--- src/rtl/inst_addr_gen_dual_pkg.sv ---
// Shared types and constants for the dual-way instruction address generator.
package inst_addr_gen_dual_pkg;

   localparam int          INST_W   = 32;
   localparam logic [31:0] PC_STEP  = 32'd8;
   localparam logic [31:0] RESET_PC = 32'h8000_0000;

   typedef enum logic [1:0] {
      IDLE     = 2'd0,
      RUN      = 2'd1,
      REDIRECT = 2'd2
   } state_e;

   // Jump targets always land on the even word of a pair.
   function automatic logic [INST_W-1:0] pair_align(input logic [INST_W-1:0] addr);
      return {addr[INST_W-1:3], 3'b000};
   endfunction

endpackage

--- src/rtl/inst_addr_accept_track.sv ---
// Tracks which fetch way has already taken the current address pair,
// drives the per-way valids and flags when the whole pair has been accepted.
module inst_addr_accept_track (
   input  logic i_clk,
   input  logic i_rst,
   input  logic i_run,
   input  logic i_jump,
   input  logic i_jump_odd,
   input  logic i_ready0,
   input  logic i_ready1,
   output logic o_valid0,
   output logic o_valid1,
   output logic o_pair_done
);

   logic r_acc0;
   logic r_acc1;
   logic w_take0;
   logic w_take1;
   logic w_pair_done;

   assign o_valid0    = i_run & ~r_acc0;
   assign o_valid1    = i_run & ~r_acc1;
   assign w_take0     = o_valid0 & i_ready0;
   assign w_take1     = o_valid1 & i_ready1;
   assign w_pair_done = i_run & (r_acc0 | w_take0) & (r_acc1 | w_take1);
   assign o_pair_done = w_pair_done;

   // A redirect to the odd word pre-marks way0 as taken so only way1 issues.
   always_ff @(posedge i_clk or posedge i_rst) begin
      if (i_rst) begin
         r_acc0 <= 1'b0;
         r_acc1 <= 1'b0;
      end else if (i_jump) begin
         r_acc0 <= i_jump_odd;
         r_acc1 <= 1'b0;
      end else if (w_pair_done) begin
         r_acc0 <= 1'b0;
         r_acc1 <= 1'b0;
      end else begin
         r_acc0 <= r_acc0 | w_take0;
         r_acc1 <= r_acc1 | w_take1;
      end
   end

endmodule

--- src/rtl/inst_addr_gen_dual.sv ---
// PC generator feeding two fetch ways with PC / PC+4 per transfer.
// Optional performance counters are built when INST_ADDR_PERF_EN is defined.
module inst_addr_gen_dual #(
   parameter logic [31:0] RESET_PC = inst_addr_gen_dual_pkg::RESET_PC,
   parameter logic [31:0] PC_STEP  = inst_addr_gen_dual_pkg::PC_STEP
) (
   input  logic        clk,
   input  logic        reset,
   input  logic        jumpFlag_i,
   input  logic [31:0] jumpAddr_i,
   input  logic        ready_way0_i,
   input  logic        ready_way1_i,
   output logic        valid_way0_o,
   output logic        valid_way1_o,
   output logic [31:0] instAddr_way0_o,
   output logic [31:0] instAddr_way1_o,
   output logic        misalign_o
`ifdef INST_ADDR_PERF_EN
   ,
   output logic [31:0] pairCnt_o,
   output logic [31:0] stallCnt_o
`endif
);

   import inst_addr_gen_dual_pkg::*;

   state_e            r_state;
   state_e            w_state_nxt;
   logic [INST_W-1:0] r_pc;
   logic              r_misalign;
   logic              w_run;
   logic              w_valid0;
   logic              w_valid1;
   logic              w_pair_done;

   assign w_run = (r_state == RUN);

   inst_addr_accept_track u_accept_track (
      .i_clk       (clk),
      .i_rst       (reset),
      .i_run       (w_run),
      .i_jump      (jumpFlag_i),
      .i_jump_odd  (jumpAddr_i[2]),
      .i_ready0    (ready_way0_i),
      .i_ready1    (ready_way1_i),
      .o_valid0    (w_valid0),
      .o_valid1    (w_valid1),
      .o_pair_done (w_pair_done)
   );

   // State register.
   always_ff @(posedge clk or posedge reset) begin
      if (reset) begin
         r_state <= IDLE;
      end else begin
         r_state <= w_state_nxt;
      end
   end

   // Next state: a jump always wins and forces one bubble cycle.
   always_comb begin
      w_state_nxt = r_state;
      if (jumpFlag_i) begin
         w_state_nxt = REDIRECT;
      end else begin
         case (r_state)
            IDLE:     w_state_nxt = RUN;
            RUN:      w_state_nxt = RUN;
            REDIRECT: w_state_nxt = RUN;
            default:  w_state_nxt = IDLE;
         endcase
      end
   end

   // PC register; redirect overrides pair completion in the same cycle.
   always_ff @(posedge clk or posedge reset) begin
      if (reset) begin
         r_pc <= RESET_PC;
      end else if (jumpFlag_i) begin
         r_pc <= pair_align(jumpAddr_i);
      end else if (w_pair_done) begin
         r_pc <= r_pc + PC_STEP;
      end else begin
         r_pc <= r_pc;
      end
   end

   // Misalignment pulse; the low target bits are otherwise dropped.
   always_ff @(posedge clk or posedge reset) begin
      if (reset) begin
         r_misalign <= 1'b0;
      end else begin
         r_misalign <= jumpFlag_i & (jumpAddr_i[1:0] != 2'b00);
      end
   end

   assign valid_way0_o    = w_valid0;
   assign valid_way1_o    = w_valid1;
   assign instAddr_way0_o = r_pc;
   assign instAddr_way1_o = r_pc + 32'd4;
   assign misalign_o      = r_misalign;

`ifdef INST_ADDR_PERF_EN
   logic [31:0] r_pair_cnt;
   logic [31:0] r_stall_cnt;
   logic        w_stall;

   assign w_stall = w_run & (w_valid0 | w_valid1) & ~w_pair_done;

   // Saturating completed-pair and stall-cycle counters.
   always_ff @(posedge clk or posedge reset) begin
      if (reset) begin
         r_pair_cnt  <= 32'd0;
         r_stall_cnt <= 32'd0;
      end else begin
         if (w_pair_done && (r_pair_cnt != 32'hFFFF_FFFF)) begin
            r_pair_cnt <= r_pair_cnt + 32'd1;
         end else begin
            r_pair_cnt <= r_pair_cnt;
         end
         if (w_stall && (r_stall_cnt != 32'hFFFF_FFFF)) begin
            r_stall_cnt <= r_stall_cnt + 32'd1;
         end else begin
            r_stall_cnt <= r_stall_cnt;
         end
      end
   end

   assign pairCnt_o  = r_pair_cnt;
   assign stallCnt_o = r_stall_cnt;
`else
   // Counters are not built in this configuration.
`endif

endmodule

--- config.mk ---
export PLATFORM = sky130hd
export DESIGN_NAME = inst_addr_gen_dual
export DESIGN_NICKNAME = d
export VERILOG_FILES = /design/src/rtl/inst_addr_gen_dual_pkg.sv /design/src/rtl/inst_addr_accept_track.sv /design/src/rtl/inst_addr_gen_dual.sv
export SDC_FILE = /design/constraint.sdc
export NUM_CORES = 1
export LEC_CHECK = 0
export BUFFER_PORTS_ARGS = -buffer_cell sky130_fd_sc_hd__clkbuf_2
export CAP_MARGIN = 10
export CORE_MARGIN = 4
export CORE_UTILIZATION = 41
export DETAILED_ROUTE_END_ITERATION = 7
export PLACE_DENSITY = 0.76
export REMOVE_ABC_BUFFERS = 1
export SYNTH_ARGS = -nofsm -noshare
export SYNTH_HDL_FRONTEND = slang
export SYNTH_SLANG_ARGS = --single-unit
--- constraint.sdc ---
create_clock -name clk -period 1.81 [get_ports clk]
set_input_delay 0.181 -clock clk [delete_from_list [all_inputs] [get_ports clk]]
set_output_delay 0.181 -clock clk [all_outputs]
set_load 0.02 [all_outputs]
# --- Word-level counts from Yosys, hierarchy flattened ---
# Index checks and enable logic that the tools add are counted.
totals:
  wordCells: 32
  in_bits: 37
  out_inout_bits: 67
  ff_bits: 37
classes:
  bitwise: 11
  n_addsub: 2
  eq_ne: 2
  n_reduce_logical: 4
  n_mux: 8
op_table:
  columns: ["operator", "count"]
  rows:
  - ["$mux W32", 2]
  - ["$add A32 B3 Y32 const B", 1]
  - ["$add A32 B4 Y32 const B", 1]
  - ["$and A1 B1 Y1", 7]
  - ["$mux W1", 5]
  - ["$reduce_bool A2 Y1", 2]
  - ["$reduce_or A3 Y1", 1]
  - ["$eq A2 B1 Y1 const B", 1]
  - ["$eq A2 B2 Y1 const B", 1]
  - ["$logic_not A2 Y1", 1]
  - ["$mux W2", 1]
  - ["$not A1 Y1", 2]
  - ["$or A1 B1 Y1", 2]

# --- Logic depth before layout (Yosys ltp) ---
# Gate-level depths: netlist of the first run.
depth:
  depth_word: 8
  mapped_depth: 6
  mapped_depth_nobuf: 6

# --- By module ---
# A second synthesis of the first run with hierarchy kept.
hier_totals:
  hier_cells: 255
  area_unflattened_um2: 2102.0
modules_own_cells:
  columns: ["module", "cells_each", "area_each_um2", "seq_area_each_um2", "instances"]
  rows:
  - ["inst_addr_gen_dual", 242, 1978.1, 802.0, 1]
  - ["inst_addr_accept_track", 13, 123.9, 50.0, 1]

# --- Least setup slack after synthesis of the first run ---
# No wires, ideal clock.
synth_timing:
  path_kind: "register to register"
  from: "register r_pc[16] (netlist: instAddr_way0_o[16])"
  to: "register r_pc[28] (netlist: instAddr_way0_o[28])"
  n_path_buf: 0
  setup_time_ns: 0.125
  t_required_ns: 1.685
  setup_slack_ns: 0.041
  stages_incl_launch_ff: 6
  arrival_time_ns: 1.644
  period_less_slack_ns: 1.769
  path_cell_list: "dfrtp_1 -> nand4_2 -> nor4_2 -> nand4_1 -> xnor2_1 -> mux2_2"
synth_via:
  elab_chain_len: 3
synth_lines:
  columns: ["item", "line", "source"]
  rows:
  - ["start, declared", "inst_addr_gen_dual.sv:29", "logic [INST_W-1:0] r_pc;"]
  - ["start signal, assigned", "inst_addr_gen_dual.sv:80", "r_pc <= pair_align(jumpAddr_i);"]
  - ["start signal, assigned", "inst_addr_gen_dual.sv:82", "r_pc <= r_pc + PC_STEP;"]
  - ["start signal, assigned", "inst_addr_gen_dual.sv:84", "r_pc <= r_pc;"]
  - ["$add A32 B4 Y32", "inst_addr_gen_dual.sv:82", null]
  - ["$mux W32", "inst_addr_gen_dual.sv:81", "end else if (w_pair_done) begin"]
  - ["$mux W32", "inst_addr_gen_dual.sv:79", "end else if (jumpFlag_i) begin"]
# No other way between the ends. The select of a mux whose other input is x is not followed.
# A chain may end at the register's enable or synchronous reset.

# --- Worst setup path after layout of the first run ---
layout_timing:
  from: "register r_pc[7] (netlist: instAddr_way0_o[7])"
  to: "register r_pc[29] (netlist: instAddr_way0_o[29])"
# The elaborated chain is that of the path after synthesis.

==> results of run 1 <==
-- power by group --
part           internal, mW  switching (mW)  total (mW)
logic                 0.225           0.379       0.604
registers             0.829          0.0761       0.906
clock network         0.307           0.276       0.582
-- logic make-up after synthesis --
group / count (synthesis) / share of synthesized area, %
other: 2 / 0.360
muxes: 7 / 3.72
buffers and inverters: 48 / 10.5
and+or+nand+nor: 90 / 25.2
DFF: 34 / 40.9
adders and majority gates: 1 / 0.601
AOI/OAI and AO/OA: 28 / 6.97
xor gates and xnor gates: 28 / 11.8
-- synthesized netlist by cell type, drive strengths merged --
cell type  instances  area [um^2]
a21oi              3         15.0
and2               3         18.8
and2b              1         8.76
and3               4         25.0
buf                9         71.3
clkbuf            34          128
conb               2         7.51
dfrtp             33          826
dfstp              1         26.3
ha                 1         12.5
inv                5         18.8
mux2               6         67.6
mux2i              1         10.0
nand2             31          116
nand2b             1         13.8
nand3             11         60.1
nand4             19          125
nor2               9         38.8
nor3               7         51.3
nor4               4         67.6
o21a               1         7.51
o21ai             23          115
o31ai              1         7.51
xnor2              9         78.8
xor2              19          166
-- path summary, 6_finish.rpt --
check	from	endpoint	slack, ns	depth (start not counted)
hold reg to reg	r_state[1]	r_state[0]	0.47	1
max in group asynchronous	reset	instAddr_way0_o[31]	0.94	4
setup / recovery	instAddr_way0_o[7]	instAddr_way0_o[29]	0.11	6
hold / removal	jumpAddr_i[31]	instAddr_way0_o[31]	0.08	3
setup reg to reg	instAddr_way0_o[7]	instAddr_way0_o[29]	0.11	6
min in group asynchronous	reset	instAddr_way0_o[4]	0.53	4
-- area by class of cell --
type                       instances  area, um^2  area share, %
inverter                           5        18.8          0.682
clock buffer                       7        86.3           3.14
multi-input combinational        160        1040           37.9
sequential                        34         853           31.0
tap                               67        83.8           3.05
timing repair buffer             120         661           24.0
clock inverter                     1        5.00          0.182
-- worst max-delay path: cells and delay by family, from the launching register on --
family                 cells  cell delay (ns)
flip-flops                 1             0.41
XOR/XNOR                   1             0.15
AND/OR/NAND/NOR            3             0.61
multiplexers               1             0.25
buffers and inverters      1             0.17
-- metrics by stage --
stage	instances	setup slack, ns
after floorplan	199	-0.111
after global placement	382	0.133
after detailed placement	382	0.0344
after global routing	394	-0.0261
final	394	0.106
after CTS	391	0.0182
-- registers in the layout, summed over array words and instances, names as in the netlist --
| signal | count |
|---|---|
| r_state | 2 |
| misalign_o | 1 |
| u_accept_track.r_acc0 | 1 |
| instAddr_way0_o | 29 |
| u_accept_track.r_acc1 | 1 |
-- cell usage in the layout (no fill, tap or decap), drive strengths merged, types with 3 or more instances in the layout --
cell,netlist,layout
clkbuf,34,104
dfrtp,33,33
nand2,31,31
o21ai,23,23
buf,9,22
xor2,19,19
nand4,19,19
nand3,11,11
xnor2,9,9
nor2,9,9
nor3,7,7
mux2,6,6
conb,2,6
inv,5,5
and3,4,4
nor4,4,4
and2,3,3
a21oi,3,3
-- metal layers --
layer,track usage (%),up-vias
li1,-,949
met1,21.1,861
met2,30.1,72
met3,4.65,5
met4,5.15,0
met5,0,-
-- repair_timing --
item / 4_1_cts / 5_1_grt
hold endpoints to repair: 33 / 0
endpoints found under the setup margin: 0 / 7
gates resized for setup: 0 / 3
buffers inserted: 0 / 3
hold buffers: 1 / 0
==> flow_summary.json, run 1 <==
{
  "status": "complete, no violations",
  "max_slew.worst_pin.slew_ns": 0.539,
  "syn_area_um2": 2080,
  "antenna_found_initial": 0,
  "drc": 0,
  "gp_congestion": 0.881,
  "wirelength_mm": 5.26,
  "syn_inst": 238,
  "ys_ff_latch": 34,
  "clockRootBuffer": "clkbuf_8",
  "core-area_um2": 4820,
  "highest_layer": "met4",
  "ir_drop_v": 0.000379,
  "syn2layout_area_growth_pct": 32.1,
  "cp_cell_sequence": "nand3_2 -> nor4_4 -> buf_4 -> nand4_1 -> xnor2_1 -> mux2_2",
  "antenna_left": 0,
  "cts.htree.levels": 2,
  "drive_gt1_share_pct": 44.6,
  "pin_count": 104,
  "placed_cell_area_um2": 2610,
  "min_period_ns": 1.70,
  "fin_area_um2": 2750,
  "fill_cells": 466,
  "num_rows": 25,
  "drt_iter0_markers": 100,
  "wl_met3_um": 394,
  "route.met2.wl_mm": 2.61,
  "max_cap_violations": 0,
  "cp_slowest_cell": "dfrtp_1",
  "finalClockSkew_ns": 0.00443,
  "clk_latency_ns": 0.29,
  "fmax_mhz": 587,
  "power_density_nw_per_um2": 760,
  "die_area_um2": 6290,
  "postSynthAreaPerCell_um2": 8.75,
  "grt_pass1_vias": 1776,
  "slew_headroom_pct": 64.1,
  "max-clock-path-buffers": 2,
  "max_stage_delay_ns": 0.41,
  "cts_buffers": 5,
  "hp-class": "input pin to register",
  "p_total_mw": 2.09,
  "cp_max_fo": 4,
  "worstPathRequired_ns": 1.98,
  "timing.hold.ws_ns": 0.0763,
  "vias": 1887,
  "diodes": 0,
  "fin_crit_sh_pct": 94.1,
  "tns_ns": 0,
  "crit_type": "register to register",
  "grt.total_usage_pct": 17.4,
  "finalHoldViolCount": 0,
  "leakage_nw": 1.36,
  "fp.dieH_um": 79.3,
  "die_x_um": 79.3,
  "met1_length_mm": 2.18,
  "firstDrtPassIters": 4,
  "nets": 364,
  "cts_tree": "done",
  "vias_per_cell": 4.79,
  "post_drt_wl_per_cell_um": 13.3,
  "initial_core_util_pct": 43.2,
  "yosysUniqueCellTypes": 33,
  "maxSlewViolCount": 0,
  "clkSinkCount": 34,
  "grt_max_degree": 35,
  "setup_viol": 0,
  "worstPathArrival_ns": 1.88,
  "fin_util_pct": 57.1,
  "grt_pass1_wl_mm": 8.52,
  "end_kind": "register",
  "io_buffers": 97,
  "place_hpwl_mm": 4.20,
  "grt_overflow": 0,
  "rsz0062_at_grt": "yes",
  "ys_warn_count": 0,
  "cp-start-kind": "register",
  "ys_seq_area_share_pct": 40.9,
  "clk_pin_slew_ns": 0.07
}
(Power assumes the default switching activity.)
==> inputs of run 2 (changes only) <==
- CAP_MARGIN: 10 -> 20
- CORE_UTILIZATION: 41 -> 43
- CTS_BUF_LIST: not set -> sky130_fd_sc_hd__clkbuf_8
- CTS_CLUSTER_DIAMETER: not set -> 30
- PLACE_DENSITY: 0.76 -> 0.79
==> flow_summary.json, run 2 (synthesized netlist as in run 1, its figures left out) <==
{
  "grt_max_degree": 35,
  "maxSlewViolCount": 0,
  "highest_layer": "met4",
  "drc": 0,
  "initial_core_util_pct": 44.1,
  "antenna_left": 0,
  "fin_crit_sh_pct": 93.8,
  "worstPathRequired_ns": 1.98,
  "worstPathArrival_ns": 1.87,
  "clkSinkCount": 34,
  "dp.cells": 384,
  "cp_cell_sequence": "nand3_1 -> nor4_4 -> nand4_1 -> xnor2_1 -> mux2_2",
  "cp_max_fo": 6,
  "grt_overflow": 0,
  "end_kind": "register",
  "slew_headroom_pct": 64.1,
  "clk_latency_ns": 0.28,
  "wl_met3_um": 384,
  "setup_viol": 0,
  "cp-start-kind": "register",
  "pin_count": 104,
  "diodes": 0,
  "max_cap_violations": 0,
  "min_period_ns": 1.70,
  "vias_per_cell": 4.94,
  "cts_tree": "done",
  "max_stage_delay_ns": 0.41,
  "power_density_nw_per_um2": 745,
  "nets": 363,
  "die_area_um2": 6020,
  "crit_type": "register to register",
  "fp.dieH_um": 77.6,
  "firstDrtPassIters": 4,
  "grt_pass1_vias": 1875,
  "place_hpwl_mm": 4.14,
  "io_buffers": 97,
  "place_ws_ns": 0.0932,
  "p_total_mw": 2.03,
  "cts_buffers": 5,
  "worst_slack_ns": 0.112,
  "finalHoldViolCount": 0,
  "post_drt_wl_per_cell_um": 13.6,
  "instances_no_fill": 393,
  "wirelength_mm": 5.33,
  "fmax_mhz": 589,
  "syn2layout_area_growth_pct": 30.9,
  "leakage_nw": 1.34,
  "status": "complete, no violations",
  "fill_cells": 430,
  "num_rows": 25,
  "die_x_um": 77.6,
  "final_common_cell": "clkbuf_2",
  "drive_gt1_share_pct": 43.9,
  "cts.htree.levels": 2,
  "route.met2.wl_mm": 2.63,
  "drt_iter0_markers": 85,
  "vias": 1941,
  "max-clock-path-buffers": 2,
  "final_cell_mix": "clkbuf_2 (97), dfrtp_1 (32), nand2_1 (31), buf_4 (21)",
  "max_slew.worst_pin.slew_ns": 0.538,
  "core-area_um2": 4720,
  "finalClockSkew_ns": 0.00442,
  "timing.hold.ws_ns": 0.0821,
  "antenna_found_initial": 0,
  "gp_congestion": 0.831,
  "clk_pin_slew_ns": 0.06,
  "cp_slowest_cell": "dfrtp_1",
  "clockRootBuffer": "clkbuf_8",
  "hp-class": "input pin to register",
  "grt_pass1_wl_mm": 8.71,
  "met1_length_mm": 2.24,
  "grt.total_usage_pct": 18.0,
  "ir_drop_v": 0.000446,
  "largest_register_ffs": 29
}
run 2: changes by cell type in the layout (fill, tap and decap cells not counted):
cell	before	now
inv_1	5	8
nor3_4	2	1
clkbuf_8	6	5
buf_4	22	21
nor3_2	0	1
clkbuf_1	1	0
clkinv_2	1	0
run 2: through the flow:
stage	setup TNS [ns]	cell area (um^2)	utilization [%]
2_1_floorplan	-0.533	1900	-
3_3_place_gp	0	2630	55.6
3_5_place_dp	0	2630	55.6
4_1_cts	0	2720	57.5
5_1_grt	-0.0469	2730	57.7
6_report	0	2730	57.7
run 2: routing by layer:
layer / GRT usage [%] / vias up
met5: 0 / -
met4: 5.87 / 0
met3: 3.71 / 9
met2: 30.9 / 83
met1: 22.5 / 906
li1: - / 943
run 2: path summary, 6_finish.rpt:
path | from | depth (start not counted) | slack, ns | to
setup / recovery | instAddr_way0_o[4] | 5 | 0.11 | instAddr_way0_o[24]
hold / removal | jumpAddr_i[31] | 3 | 0.08 | instAddr_way0_o[31]
setup reg to reg | instAddr_way0_o[4] | 5 | 0.11 | instAddr_way0_o[24]
hold reg to reg | r_state[1] | 1 | 0.46 | r_state[0]
max in group asynchronous | reset | 4 | 0.93 | instAddr_way0_o[31]
min in group asynchronous | reset | 4 | 0.53 | instAddr_way0_o[3]
run 2: worst max-delay path: cells and delay by family, from the launching register on:
| kind | cells | cell delay (ns) |
|---|---|---|
| xor+xnor | 1 | 0.16 |
| flops | 1 | 0.41 |
| mux | 1 | 0.26 |
| simple gates | 3 | 0.75 |
run 2: final cells by class:
class / instances / area [um^2] / area share, %
Tap cell: 67 / 83.8 / 3.07
Inverter: 5 / 18.8 / 0.688
Timing Repair Buffer: 119 / 653 / 24.0
Multi-Input combinational cell: 160 / 1040 / 38.0
Clock inverter: 3 / 11.3 / 0.413
Clock buffer: 5 / 68.8 / 2.52
Sequential cell: 34 / 853 / 31.3
run 2: report_power, final:
| part | switching (mW) | total [mW] | internal, mW |
|---|---|---|---|
| clock | 0.261 | 0.517 | 0.256 |
| combinational | 0.383 | 0.609 | 0.226 |
| sequential | 0.0746 | 0.904 | 0.830 |
run 2: timing repair:
item                       CTS  global route
hold endpoints to repair    33             0
hold buffers                 1             0
setup endpoints to repair    0             3
resized for setup            0             2
buffers inserted             0             0
